<file path="config.mk">
export PLATFORM = sky130hd
export DESIGN_NAME = led_array_ctrl
export DESIGN_NICKNAME = d
export VERILOG_FILES = /design/src/rtl/led_array_ctrl.sv
export SDC_FILE = /design/constraint.sdc
export NUM_CORES = 1
export LEC_CHECK = 0
export ABC_AREA = 1
export BUFFER_PORTS_ARGS = -buffer_cell sky130_fd_sc_hd__clkbuf_2
export CAP_MARGIN = 25
export CORE_MARGIN = 8
export CORE_UTILIZATION = 50
export CTS_BUF_LIST = sky130_fd_sc_hd__clkbuf_4 sky130_fd_sc_hd__clkbuf_8
export CTS_CLUSTER_DIAMETER = 40
export DETAILED_ROUTE_END_ITERATION = 16
export PLACE_DENSITY = 0.68
export SLEW_MARGIN = 0
export SYNTH_ARGS = -nofsm -noshare
export SYNTH_HDL_FRONTEND = slang
export SYNTH_SLANG_ARGS = --single-unit
</file>
<file path="constraint.sdc">
create_clock -name CLK -period 6.4 [get_ports CLK]
set_input_delay 1.28 -clock CLK [delete_from_list [all_inputs] [get_ports CLK]]
set_output_delay 1.28 -clock CLK [all_outputs]
set_load 0.01 [all_outputs]
</file>
<file path="src/rtl/led_array_ctrl.sv">
// led_array_ctrl: serial {mode,addr} frames committed on LATCH edge into per-channel mode regs.
// Optional LED_BROADCAST_EN: all-ones address writes every channel at once.
module led_array_ctrl #(
  parameter int NUM_LEDS  = 25,
  parameter int ADDR_W    = 6,
  parameter int MODE_W    = 2,
  parameter int BLINK_DIV = 500000
) (
  input  logic                CLK,
  input  logic                RESET,
  input  logic                DATA,
  input  logic                SHIFT,
  input  logic                LATCH,
  input  logic                PATTERN,
  output logic [NUM_LEDS-1:0] LED,
  output logic                ACK,
  output logic                FRAME_ERR
);

  localparam int FRAME_W = MODE_W + ADDR_W;
  localparam int CNT_W   = $clog2(FRAME_W + 2);
  localparam int DIV_W   = $clog2(BLINK_DIV);

  localparam logic [CNT_W-1:0] CNT_FULL = CNT_W'(FRAME_W);
  localparam logic [CNT_W-1:0] CNT_SAT  = CNT_W'(FRAME_W + 1);
  localparam logic [DIV_W-1:0] DIV_LAST = DIV_W'(BLINK_DIV - 1);

  localparam logic [MODE_W-1:0] MODE_OFF   = MODE_W'(0);
  localparam logic [MODE_W-1:0] MODE_ON    = MODE_W'(1);
  localparam logic [MODE_W-1:0] MODE_BLINK = MODE_W'(2);
  localparam logic [MODE_W-1:0] MODE_PAT   = MODE_W'(3);

  logic [FRAME_W-1:0] shreg;
  logic [CNT_W-1:0]   bitcnt;
  logic               latch_q;
  logic               commit;
  logic [MODE_W-1:0]  f_mode;
  logic [ADDR_W-1:0]  f_addr;
  logic               in_range;
  logic               is_bcast;
  logic               f_ok;
  logic               f_bad;
  logic               ok_q;
  logic               bad_q;
  logic [DIV_W-1:0]   presc;
  logic               blink_phase;
  logic [MODE_W-1:0]  mode_q [NUM_LEDS];

  assign commit   = LATCH & ~latch_q;
  assign f_mode   = shreg[FRAME_W-1 -: MODE_W];
  assign f_addr   = shreg[ADDR_W-1:0];
  assign in_range = int'(f_addr) < NUM_LEDS;

`ifdef LED_BROADCAST_EN
  assign is_bcast = &f_addr;
`else
  assign is_bcast = 1'b0;
`endif

  // Frame checked against contents before this cycle's shift
  assign f_ok  = commit & (bitcnt == CNT_FULL)
               & (in_range | is_bcast);
  assign f_bad = commit & ~f_ok;

  // Serial shift register, bit counter and LATCH edge history
  always_ff @(posedge CLK or posedge RESET) begin
    if (RESET) begin
      shreg   <= '0;
      bitcnt  <= '0;
      latch_q <= 1'b0;
    end else begin
      latch_q <= LATCH;
      if (SHIFT)
        shreg <= {shreg[FRAME_W-2:0], DATA};
      if (commit)
        bitcnt <= {{(CNT_W-1){1'b0}}, SHIFT};
      else if (SHIFT && bitcnt != CNT_SAT)
        bitcnt <= bitcnt + CNT_W'(1);
    end
  end

  // Per-channel mode registers written by accepted frames
  always_ff @(posedge CLK or posedge RESET) begin
    if (RESET) begin
      for (int i = 0; i < NUM_LEDS; i++)
        mode_q[i] <= MODE_OFF;
    end else if (f_ok) begin
      for (int i = 0; i < NUM_LEDS; i++)
        if (is_bcast || f_addr == ADDR_W'(i))
          mode_q[i] <= f_mode;
    end
  end

  // Commit result held one cycle so ACK lines up with the LED change
  always_ff @(posedge CLK or posedge RESET) begin
    if (RESET) begin
      ok_q      <= 1'b0;
      bad_q     <= 1'b0;
      ACK       <= 1'b0;
      FRAME_ERR <= 1'b0;
    end else begin
      ok_q  <= f_ok;
      bad_q <= f_bad;
      ACK   <= ok_q;
      if (bad_q)
        FRAME_ERR <= 1'b1;
      else if (ok_q)
        FRAME_ERR <= 1'b0;
    end
  end

  // Free-running blink prescaler with shared phase
  always_ff @(posedge CLK or posedge RESET) begin
    if (RESET) begin
      presc       <= '0;
      blink_phase <= 1'b0;
    end else if (presc == DIV_LAST) begin
      presc       <= '0;
      blink_phase <= ~blink_phase;
    end else begin
      presc <= presc + DIV_W'(1);
    end
  end

  // Registered LED drive selected by each channel's mode
  always_ff @(posedge CLK or posedge RESET) begin
    if (RESET) begin
      LED <= '0;
    end else begin
      for (int i = 0; i < NUM_LEDS; i++)
        unique case (mode_q[i])
          MODE_OFF:   LED[i] <= 1'b0;
          MODE_ON:    LED[i] <= 1'b1;
          MODE_BLINK: LED[i] <= blink_phase;
          MODE_PAT:   LED[i] <= PATTERN;
        endcase
    end
  end

endmodule

</file>
Yosys cells after proc, flatten, opt, wreduce, memory -nomap -nowiden
Index checks and enable logic that the tools add are counted.

operators by class
  equality and inequality tests = 102
  muxes and demuxes = 30
  bitwise logic cells = 7
  magnitude comparators = 1
  $add $sub $neg = 2
  reduce and logical (&&, ||, !) cells = 54

operators by type and width
  operator                 count
  $eq A2 B2 Y1 const B     50
  $pmux W1 S4              25
  $eq A6 B5 Y1 const B     9
  $eq A2 B1 Y1 const B     25
  $logic_not A2 Y1         25
  $reduce_and A2 Y1        25
  $eq A6 B4 Y1 const B     8
  $eq A6 B3 Y1 const B     4
  $add A19 B1 Y19 const B  1
  $eq A19 B19 Y1 const B   1
  $mux W19                 1
  $eq A6 B2 Y1 const B     2
  $mux W4                  2
  $eq A6 B1 Y1 const B     1
  $logic_not A6 Y1         1
  $lt A6 B5 Y1 const B     1
  $add A4 B1 Y4 const B    1
  $and A1 B1 Y1            4
  $eq A4 B4 Y1 const B     1
  $ne A4 B4 Y1 const B     1
  $reduce_bool A2 Y1       2
  $not A1 Y1               3
  $mux W1                  2
  $logic_and A1 B1 Y1      1

storage, ports and cells
  bits in registers = 112
  input port bits = 6

Depth between registers and ports, before layout
Gate-level depths: netlist (run 1).

  depth in word-level cells = 6
  gate-level depth with buffers = 9
  depth with buffers taken out = 8

Worst setup path before layout (run 1)
No wires, ideal clock.

  path type = input port to flip-flop
  start point = input LATCH
  end point = register mode_q[43] (netlist bit)
  data arrival time = 2.106 ns
  path slack = 4.177 ns
  data required time = 6.283 ns
  stages on the path = 7
  cell sequence = nand2_1 > nor3_2 > buf_2 > clkbuf_4 > nand3_1 > nand2_1 > nand2_1

between the ends
  longest elaborated chain between the ends = 4

RTL lines
  what                            line  RTL
  start: declaration              13    input logic LATCH,
  $and A1 B1 Y1                   49    assign commit = LATCH & ~latch_q;
  $and A1 B1 Y1                   61    assign f_ok = commit & (bitcnt == CNT_FULL)
  $and A1 B1 Y1                   62    & (in_range | is_bcast);
  $reduce_and A2 Y1 (no line)     n/a
  end signal: indexed assignment  90    mode_q[i] <= f_mode;
  end: declaration                47    logic [MODE_W-1:0] mode_q [NUM_LEDS];

Every way passes these cells.
A chain may end at the register's enable or synchronous reset.

Worst setup path after layout (run 1)
  start point = input LATCH
  end point = register mode_q[1] (netlist bit)

The elaborated chain is that of the path after synthesis.

==> results of run 1 <==
metrics by stage:
stage	total power [W]	hold slack, ns
4_1_cts	0.00130	0.388
3_5_place_dp	0.000862	0.370
2_1_floorplan	0.000833	0.354
5_1_grt	0.00134	0.393
3_3_place_gp	0.000858	0.358
6_report	0.00128	0.389
Yosys cell counts (all sizes together) (3+ instances only):
| master | count |
|---|---|
| dfrtp | 112 |
| a21oi | 30 |
| a31o | 9 |
| nor2 | 71 |
| nand2 | 157 |
| nand3 | 45 |
| buf | 15 |
| a31oi | 15 |
| and2 | 3 |
| nand4 | 49 |
| ha | 4 |
| inv | 59 |
| xor2 | 6 |
| xnor2 | 3 |
| o21ai | 18 |
| clkbuf | 12 |
| nor3 | 4 |
state kept, by name, summed over array words and instances, names as in the netlist:
register     flops
ok_q             1
blink_phase      1
LED             25
presc           19
latch_q          1
shreg            8
FRAME_ERR        1
ACK              1
mode_q          50
bitcnt           4
bad_q            1
power groups by stage:
stage,clock network (W),logic (W),registers (W)
floorplan,0,0.0000822,0.000751
global placement,0,0.0000911,0.000767
detailed placement,0,0.0000946,0.000768
CTS,0.000448,0.0000952,0.000754
global route,0.000475,0.000108,0.000757
finish,0.000433,0.0000953,0.000754
metal layers:
layer	vias up	GRT usage	part of all wire
met5	-	0	0
met4	0	0.0504	0.013
met3	10	0.0494	0.052
met1	1960	0.205	0.47
li1	2086	-	-
met2	89	0.258	0.46
cells by family after synthesis:
kind of cell,synth area share
and+or+nand+nor,0.283
buffers and inverters,0.0683
DFF,0.539
AOI/OAI and AO/OA,0.0856
xor gates and xnor gates,0.0152
adders and majority gates,0.00962
cell usage in the layout (no fill, tap or decap):
master / instances
a21oi_1: 30
o21ai_4: 1
o31ai_1: 1
dfrtp_1: 112
clkbuf_8: 9
xor2_1: 6
nor2_2: 3
clkbuf_2: 32
and2_1: 3
nand2_1: 156
o21ai_0: 17
ha_1: 4
nor3b_1: 1
nor3_1: 3
nand3b_1: 1
nand2_2: 1
a31o_2: 9
clkinvlp_4: 3
a31oi_1: 15
buf_4: 3
buf_8: 1
nand4_1: 49
inv_1: 58
nor3_4: 1
nand3_1: 45
bufinv_16: 1
inv_6: 2
or2_2: 1
nor2_1: 67
xnor2_1: 3
o22ai_1: 1
clkinv_4: 1
nor2_4: 1
o21bai_1: 1
inv_4: 1
worst paths after layout:
check	from	to
setup reg to reg	shreg[1]	mode_q[28]
setup / recovery	LATCH	mode_q[1]
hold reg to reg	ok_q	ACK
max in group asynchronous	RESET	mode_q[23]
hold / removal	ok_q	ACK
min in group asynchronous	RESET	ACK
layout make-up:
type	count	area, sq um
clock buffer	9	124
clock inverter	7	78.8
fill	920	4580
inverter	59	224
multi-input combinational	420	2050
sequential	112	2800
tap	136	170
timing repair buffer	36	198
==> qor.txt, run 1 <==
Max-Slew Margin vs Limit = 0.358
Die W = 118 microns
CP top delay family = simple AND/OR/NAND/NOR gates
Post-CTS resize count = 0
Max VDD drop = 0.173 mV
Drt wl/cell = 13.9 microns
Synth area leader = dfrtp_1
Final Worst Setup Slack = 3.99 ns
Iteration-0 DRC Markers = 321
Post-DP Area = 5430 sq um
ANT cells = 0
Worst path max stage delay = 0.54 ns
Mapped cell area = 5200 sq um
Clk slew on worst S/H paths = 0.11 ns
Worst Reg-to-Reg Cells = 7
Util after Layout = 0.552
Leakage = 2.93 nW
WP data arrival = 2.68 ns
Largest net degree at the start of global routing = 75
Final GP Congestion = 0.841
GRT Total Usage = 0.161
Synth-to-layout area growth = 8.56%
Setup bufs post-CTS = 0
Yosys cell types = 32
Worst skew pair latency = 0.39 ns
Root buffer cell = clkbuf_8
Clock sink count = 112
Final HPWL DP = 7050 microns
Clk buf depth = 2
Net Count, Synth = 628
Switch Pwr = 0.000353 W
Post-CTS Hold Buffers = 0
Vias in the first global route = 3965
Final Hold Vio Count = 0
Register bit total from synthesis = 112
Tcrit/Tclk final = 0.376
Post-synth ARST share = 1.00
CP required = 6.68 ns
Die area = 13900 sq um
Max-slew violation count = 0
Syn Inst Count = 618
Initial antenna violation count = 0
Most frequent cell on the critical path = nand2_1
DRC Markers = 0
Area of the core = 10200 sq um
Ys flop type = dfrtp_1
CP Capture Type = flip-flop
Max-cap violations = 0
Routed via count = 4145
Final min period = 2.41 ns
Unrepaired setup endpoints after global routing = false
Drt via density = 5.32
WS Path Type = input port to flip-flop
Avg Cell Area, Syn = 8.42 sq um
FMAX = 0.415 GHz
Final standard cell count with taps included and fillers excluded = 779
Crit Path Max Fanout = 74
WHS Path Cells = 0
Pwr dens = 227 nW/um^2
Num CTS Buffers = 9
Die Y-Extent = 118 microns
Area share of the largest cell type after synthesis = 0.539
Largest cells by area after synthesis = dfrtp_1 54%, nand2_1 11%, nand4_1 5.9%
Pre-antenna DRT Iters = 5
Worst Hold Class = flip-flop to flip-flop
Measured slew at the worst slew-check pin = 0.962 ns
Sequential element share of the synthesized area = 0.539
CP cell instances = clkbuf_2 -> nand2_1 -> nor3_4 -> buf_4 -> nand2_1 -> nand2_1 -> o21ai_0
Final setup TNS = 0 ns
Pre-CTS setup slack = 3.61 ns
Final Skew = 0.0103 ns
Design Area, Final = 5650 sq um
PortBufs = 32
R2R Setup Slk = 4.24 ns
Slowest cell on crit path = buf_4
Crit start category = input port
Final Routed Wirelength = 10800 microns
Pint = 0.000930 W
CTS tree = built
Seq pwr share = 0.588
Endpoints failing setup = 0
Yosys warnings = 0
Placed insts = 762
Post-DRT Antenna Nets = 0
Ratio of cells with drive above 1 in the final layout = 0.109
Net Sw Frac = 0.275
Row Count = 37
Layout net count = 648
CP bufs+invs = 2
# IOs = 33
First-pass GRT wire length = 18600 microns
H-tree levels = 3
Outcome = finished, final reports clean
Cell count along the critical path = 7
Initial Util = 0.508
Gr ovfl total = 0
Comb power frac = 0.074
EDFF count, synth = 0
Clock power share = 0.338
Power figures use the tool's default switching activity.
==> inputs of run 2 (changes only) <==
ABC_AREA = 0   (was 1)
PLACE_DENSITY = 0.71   (was 0.68)
clock period = 2.05 ns   (was 6.4 ns; I/O delays follow)
==> run 2 against run 1 <==
Critical path type is now flip-flop to flip-flop. Die area fell by 8.4%. Clock power rose to 3.4 times the previous value. Synthesized cell count fell by 40%.
==> qor.txt, run 2 <==
Crit start category = flip-flop
Max-cap violations = 0 (unchanged)
CP required = 2.30 ns (-4.38 ns)
Worst Hold Class = input port to flip-flop
Util after Layout = 0.573 (+0.0208)
Most frequent cells in the layout = 112 x dfrtp_1, 54 x mux2_2, 32 x clkbuf_2, 29 x a21oi_1, 27 x a31oi_1
End of the worst hold path = latch_q
Ys flop type = dfrtp_1
Clk buf depth = 2 (unchanged)
Final standard cell count with taps included and fillers excluded = 519 (-33%)
Most frequent cell after synthesis = dfrtp_1
Syn Inst Count = 369 (-40%)
Most flop-heavy register = mode_q
Drt via density = 5.77 (+8.4%)
WS Path Type = flip-flop to flip-flop
Hold_sp = LATCH
Post-synth ARST share = 1.00 (unchanged)
Multi-input combinational cell area = 1820 sq um (-11%)
Post-CTS Hold Buffers = 0 (unchanged)
Die area = 12700 sq um (-8.4%)
Commonest cells in the synthesized netlist = 112 x dfrtp_1, 54 x mux2_2, 29 x a21oi_1, 27 x a31oi_1, 18 x nor2_1
DRC Markers = 0 (unchanged)
Reg area = 2800 sq um (unchanged)
Layout net count = 413 (-36%)
Routed via count = 2993 (-28%)
Drt wl/cell = 17.3 microns (+24%)
Max-slew violation count = 0 (unchanged)
# IOs = 33 (unchanged)
Post-DRT Antenna Nets = 0 (unchanged)
Ratio of cells with drive above 1 in the final layout = 0.316 (+0.207)
Final HPWL DP = 5720 microns (-19%)
Root buffer cell = clkbuf_8
Tot Pwr = 0.00421 W (+230%)
Grt met1 use = 0.187 (-0.0180)
Die Y-Extent = 113 microns (-4.3%)
Register bit total from synthesis = 112 (unchanged)
EDFF count, synth = 0 (unchanged)
Yosys cell types = 37 (+16%)
ANT cells = 0 (unchanged)
First-pass GRT wire length = 15100 microns (-19%)
Most Used Layer, Global Route = met2
RR Endpoint = mode_q[20]
Largest cells by area after synthesis = dfrtp_1 60%, mux2_2 13%, a31oi_1 3.6%
Synth-to-layout area growth = 12.2%
Synth area leader = dfrtp_1
Tcrit/Tclk final = 0.963
GRT Total Usage = 0.149 (-0.0117)
Pwr dens = 799 nW/um^2 (+250%)
Initial antenna violation count = 0 (unchanged)
CP Capture Type = flip-flop
Leakage = 2.48 nW (-16%)
Most common cell after layout, fill and taps aside = dfrtp_1
WP data arrival = 2.23 ns (-0.45 ns)
Biggest regs = mode_q x50, LED x25, presc x19
Die W = 113 microns (-4.3%)
Largest register FFs = 50 (unchanged)
Area of the core = 9200 sq um (-10%)
Yosys warnings = 0 (unchanged)
Largest net degree at the start of global routing = 113 (+51%)
R2R Setup Slk = 0.08 ns (-4.16 ns)
WHS Path Cells = 1 (+1)
H-tree levels = 3 (unchanged)
Met3 Usage GRT = 0.0421 (-0.00733)
Vias in the first global route = 3007 (-24%)
Avg Cell Area, Syn = 12.7 sq um (+51%)
Clock sink count = 112 (unchanged)
Clk slew on worst S/H paths = 0.09 ns (-0.02 ns)
Initial Util = 0.511 (+0.00211)
Max-Slew Margin vs Limit = 0.381 (+0.0232)
Endpoints failing setup = 0 (unchanged)
Area share of the largest cell type after synthesis = 0.597 (+0.0581)
PortBufs = 32 (unchanged)
Pre-antenna DRT Iters = 4 (-1)
Mapped cell area = 4700 sq um (-9.7%)
Final Routed Wirelength = 8960 microns (-17%)
Crit Path Max Fanout = 8 (-89%)
Final setup TNS = 0 ns (unchanged)
Gr ovfl total = 0 (unchanged)
Worst Reg-to-Reg Cells = 6 (-1)
Sequential element share of the synthesized area = 0.597 (+0.0581)
Final Skew = 0.00959 ns (-0.000689 ns)
FF-to-FF Start = bitcnt[1]
FMAX = 0.506 GHz
Worst skew pair latency = 0.37 ns (-0.02 ns)
Unrepaired setup endpoints after global routing = false
Final Hold Vio Count = 0 (unchanged)
Num CTS Buffers = 9 (unchanged)
Final GP Congestion = 0.768 (-8.7%)
Placed insts = 501 (-34%)
Met2 GRT Util = 0.241 (-0.0162)
Final min period = 1.97 ns
Outcome = finished, final reports clean
Net Count, Synth = 379 (-40%)
Fill count = 743 (-19%)
Row Count = 35 (-5.4%)
Measured slew at the worst slew-check pin = 0.929 ns (-0.0338 ns)
Iteration-0 DRC Markers = 114 (-64%)
CTS tree = built
Max VDD drop = 0.572 mV (+230%)
[run 2: worst max-delay path by stage]
stage / slack [ns] / from / cells past startpoint / end
2_1_floorplan: 0.18 / bitcnt[0] / 7 / mode_q[22]
3_3_place_gp: 0.05 / bitcnt[1] / 6 / mode_q[21]
3_5_place_dp: 0.0003 / bitcnt[1] / 6 / mode_q[21]
4_1_cts: 0.02 / bitcnt[1] / 6 / mode_q[35]
5_1_grt: 0.01 / bitcnt[1] / 6 / mode_q[49]
6_report: 0.08 / bitcnt[1] / 6 / mode_q[20]
[run 2: timing repair]
| item | in CTS | in global routing |
|---|---|---|
| setup buffers | 0 | 1 |
| resized for setup | 0 | 3 |
| cloned | 1 | 0 |
| endpoints found under the setup margin | 2 | 21 |
[run 2: cell families after synthesis]
| logic type | share of synthesized area |
|---|---|
| xor+xnor | 0.0336 |
| mux | 0.141 |
| fa+ha+maj | 0.0107 |
| flops | 0.597 |
| buf+inv | 0.0213 |
| simple gates | 0.124 |
| compound gates | 0.0725 |
[run 2: report_power, final]
group          total (W)  internal (W)  switching (W)
logic           0.000318      0.000108       0.000210
clock network    0.00147      0.000771       0.000696
registers        0.00243       0.00227       0.000158
[run 2: layout make-up]
type	instances	area share
clock buffer	12	0.0302
clock inverter	4	0.0145
tap	111	0.0264
timing repair buffer	38	0.0437
sequential	112	0.532
inverter	9	0.00713
multi-input combinational	233	0.346
[run 2: per-stage QoR]
stage / instance area [sq um] / hold slack [ns] / setup slack [ns]
floorplan: 4700 / 0.354 / 0.180
global placement: 4990 / 0.361 / 0.0473
detailed placement: 4990 / 0.371 / 0.000320
CTS: 5240 / 0.155 / 0.0226
global route: 5270 / 0.158 / 0.0108
finish: 5270 / 0.175 / 0.0751
[run 2: routing by layer]
layer | part of all wire | wire (microns)
met5 | 0 | 0
met4 | 0.013 | 119
met3 | 0.039 | 347
met2 | 0.50 | 4510
met1 | 0.44 | 3980
[run 2: worst max-delay path, cell delays in order (launching register included)]
cell and delay (ns):
dfrtp_1 0.38, inv_1 0.10, ha_1 0.15, and4bb_4 0.33, nand3_4 0.16, or3_4 0.43, mux2_1 0.31
==> inputs of run 3 (changes only) <==
clock period = 1.6 ns   (was 2.05 ns; I/O delays follow)
==> run 3 against run 2 <==
The run now ends with negative setup slack left. Final cell count rose by 10%. Clock power rose by 11%. Hold slack got worse by 0.099 ns. First-iteration DRC count is 25% higher. Register-to-register slack got worse by 0.39 ns. Combinational power rose to 2.7 times the previous value. Via count grew 6.7%. Worst setup slack worse by 0.39 ns. Sequential share of layout area is 6.7 points lower. Global-route usage increased by 0.84 points. Sequential cell count did not move. Critical path depth unchanged. Critical path type unchanged.
==> qor.txt, run 3 (synthesis results as in run 2) <==
Outcome = finished, violations left
Failing checks = negative setup slack
Max-cap violations = 0 (unchanged)
Max-slew violation count = 0 (unchanged)
Unrepaired setup endpoints after global routing = true
RR Endpoint = mode_q[0]
CP cell instances = inv_2 -> ha_4 -> and4bb_4 -> nand4_4 -> or3_4 -> mux2_4
Die W = 113 microns (unchanged)
Layout net count = 466 (+13%)
WP data arrival = 2.19 ns (-0.04 ns)
Gr ovfl total = 0 (unchanged)
Leakage = 2.93 nW (+18%)
Drt wl/cell = 17.2 microns (-0.43%)
Drt via density = 5.58 (-3.2%)
GRT Total Usage = 0.158 (+0.00838)
Die Y-Extent = 113 microns (unchanged)
Worst Hold Class = input port to async pin
Max-Slew Margin vs Limit = 0.609 (+0.228)
Final Skew = 0.0155 ns (+0.00589 ns)
Iteration-0 DRC Markers = 143 (+25%)
Tot Pwr = 0.00550 W (+31%)
Largest register FFs = 50 (unchanged)
Worst Reg-to-Reg Cells = 6 (unchanged)
Final min period = 1.91 ns (-0.0617 ns)
Cell count along the critical path = 6 (unchanged)
Final Worst Setup Slack = -0.313 ns (-0.388 ns)
CP Capture Type = flip-flop
Vias in the first global route = 3230 (+7.4%)
Slowest cell on crit path = dfrtp_1
# IOs = 33 (unchanged)
Crit Path Max Fanout = 8 (unchanged)
Measured slew at the worst slew-check pin = 0.587 ns (-0.342 ns)
Ratio of cells with drive above 1 in the final layout = 0.451 (+0.135)
CP bufs+invs = 1 (unchanged)
Final GP Congestion = 0.783 (+1.9%)
CTS tree = built
Final Routed Wirelength = 9830 microns (+9.7%)
Final HPWL DP = 6150 microns (+7.5%)
Worst setup path startpoint = bitcnt[1]
Clock sink count = 112 (unchanged)
Area of the core = 9200 sq um (unchanged)
Die area = 12700 sq um (unchanged)
Worst path max stage delay = 0.40 ns (-0.03 ns)
H-tree levels = 3 (unchanged)
Biggest regs = mode_q x50, LED x25, presc x19
Max VDD drop = 0.450 mV (-21%)
Row Count = 35 (unchanged)
Tcrit/Tclk final = 1.20 (+0.232)
Post-DRT Antenna Nets = 0 (unchanged)
Clk buf depth = 2 (unchanged)
FF-to-FF Start = bitcnt[1]
Num CTS Buffers = 9 (unchanged)
WS Path Type = flip-flop to flip-flop
Pwr dens = 913 nW/um^2 (+14%)
Clk slew on worst S/H paths = 0.11 ns (+0.02 ns)
Most common cell after layout, fill and taps aside = dfrtp_1
Most frequent cells in the layout = 110 x dfrtp_1, 47 x buf_4, 38 x mux2_4, 32 x clkbuf_2, 29 x a21oi_1
WHS = 0.0756 ns (-0.0991 ns)
Initial Util = 0.511 (unchanged)
Largest net degree at the start of global routing = 113 (unchanged)
PortBufs = 32 (unchanged)
Initial antenna violation count = 0 (unchanged)
ANT cells = 0 (unchanged)
Final Hold Vio Count = 0 (unchanged)
CP top delay family = simple AND/OR/NAND/NOR gates
R2R Setup Slk = -0.31 ns (-0.39 ns)
First-pass GRT wire length = 16200 microns (+6.9%)
Crit start category = flip-flop
FMAX = 0.523 GHz (+3.2%)
Routed via count = 3194 (+6.7%)
DRC Markers = 0 (unchanged)
Endpoints failing setup = 48 (+48)
Final setup TNS = -11.11 ns (-11.11 ns)
Pre-antenna DRT Iters = 4 (unchanged)
Critical Path End = mode_q[0]
Root buffer cell = clkbuf_8
Most flop-heavy register = mode_q
Worst skew pair latency = 0.38 ns (about the same)
CP required = 1.87 ns (-0.43 ns)
Synth-to-layout area growth = 28.4%
==> run 3: cell count changes in the layout (fill, tap and decap cells not counted), moves of 3 or more <==
| cell | delta |
|---|---|
| buf_4 | +43 |
| buf_6 | +8 |
| mux2_4 | +38 |
| nor4_1 | -3 |
| nor3_4 | +12 |
| nor3_1 | -10 |
| mux2_1 | -3 |
| mux2_2 | -35 |
==> run 3: per-stage QoR <==
stage | utilization | area, sq um | std cells | worst slack [ns]
CTS | 0.633 | 5820 | 565 | -0.276
detailed placement | 0.596 | 5480 | 543 | -0.282
global route | 0.656 | 6030 | 572 | -0.369
floorplan | - | 4870 | 369 | -0.224
finish | 0.656 | 6030 | 572 | -0.313
global placement | 0.596 | 5480 | 543 | -0.251
==> run 3: routing by layer <==
metal	track usage	part of all wire	vias up
met2	0.245	0.49	52
li1	-	-	1507
met4	0.0577	0.018	0
met5	0	0	-
met1	0.214	0.46	1619
met3	0.0335	0.031	16
==> run 3: area by class of cell <==
cell class,count,area (sq um)
fillers,638,3170
flip-flops and latches,112,2810
multi-input cells,233,2180
repair buffers,91,668
well taps,111,139
clock buffers,10,131
clock inverters,6,62.6
inverters,9,37.5
==> run 3: power by group <==
group	switching (W)	internal, W
clock network	0.00101	0.000626
logic	0.000520	0.000353
registers	0.0000884	0.00291
total	0.00162	0.00389
==> run 3: what timing repair did <==
action / in CTS / in global routing
gates cloned: 2 / 0
endpoints found under the hold margin: 0 / 0
hold buffers: 0 / 0
resized for setup: 24 / 34
buffers inserted: 4 / 7
pin swaps: 9 / 15
endpoints found under the setup margin: 61 / 63
==> run 3: worst min path at each step <==
stage	end	slack [ns]	cells after the start
floorplan	latch_q	0.35	0
global route	latch_q	0.06	1
CTS	latch_q	0.07	1
global placement	ACK	0.36	0
finish	presc[0]	0.08	3
detailed placement	ACK	0.36	0
==> run 3: tightest hold or removal path: cells and delay by family <==
family	cells	cell delay [ns]
buf+inv	3	0.59
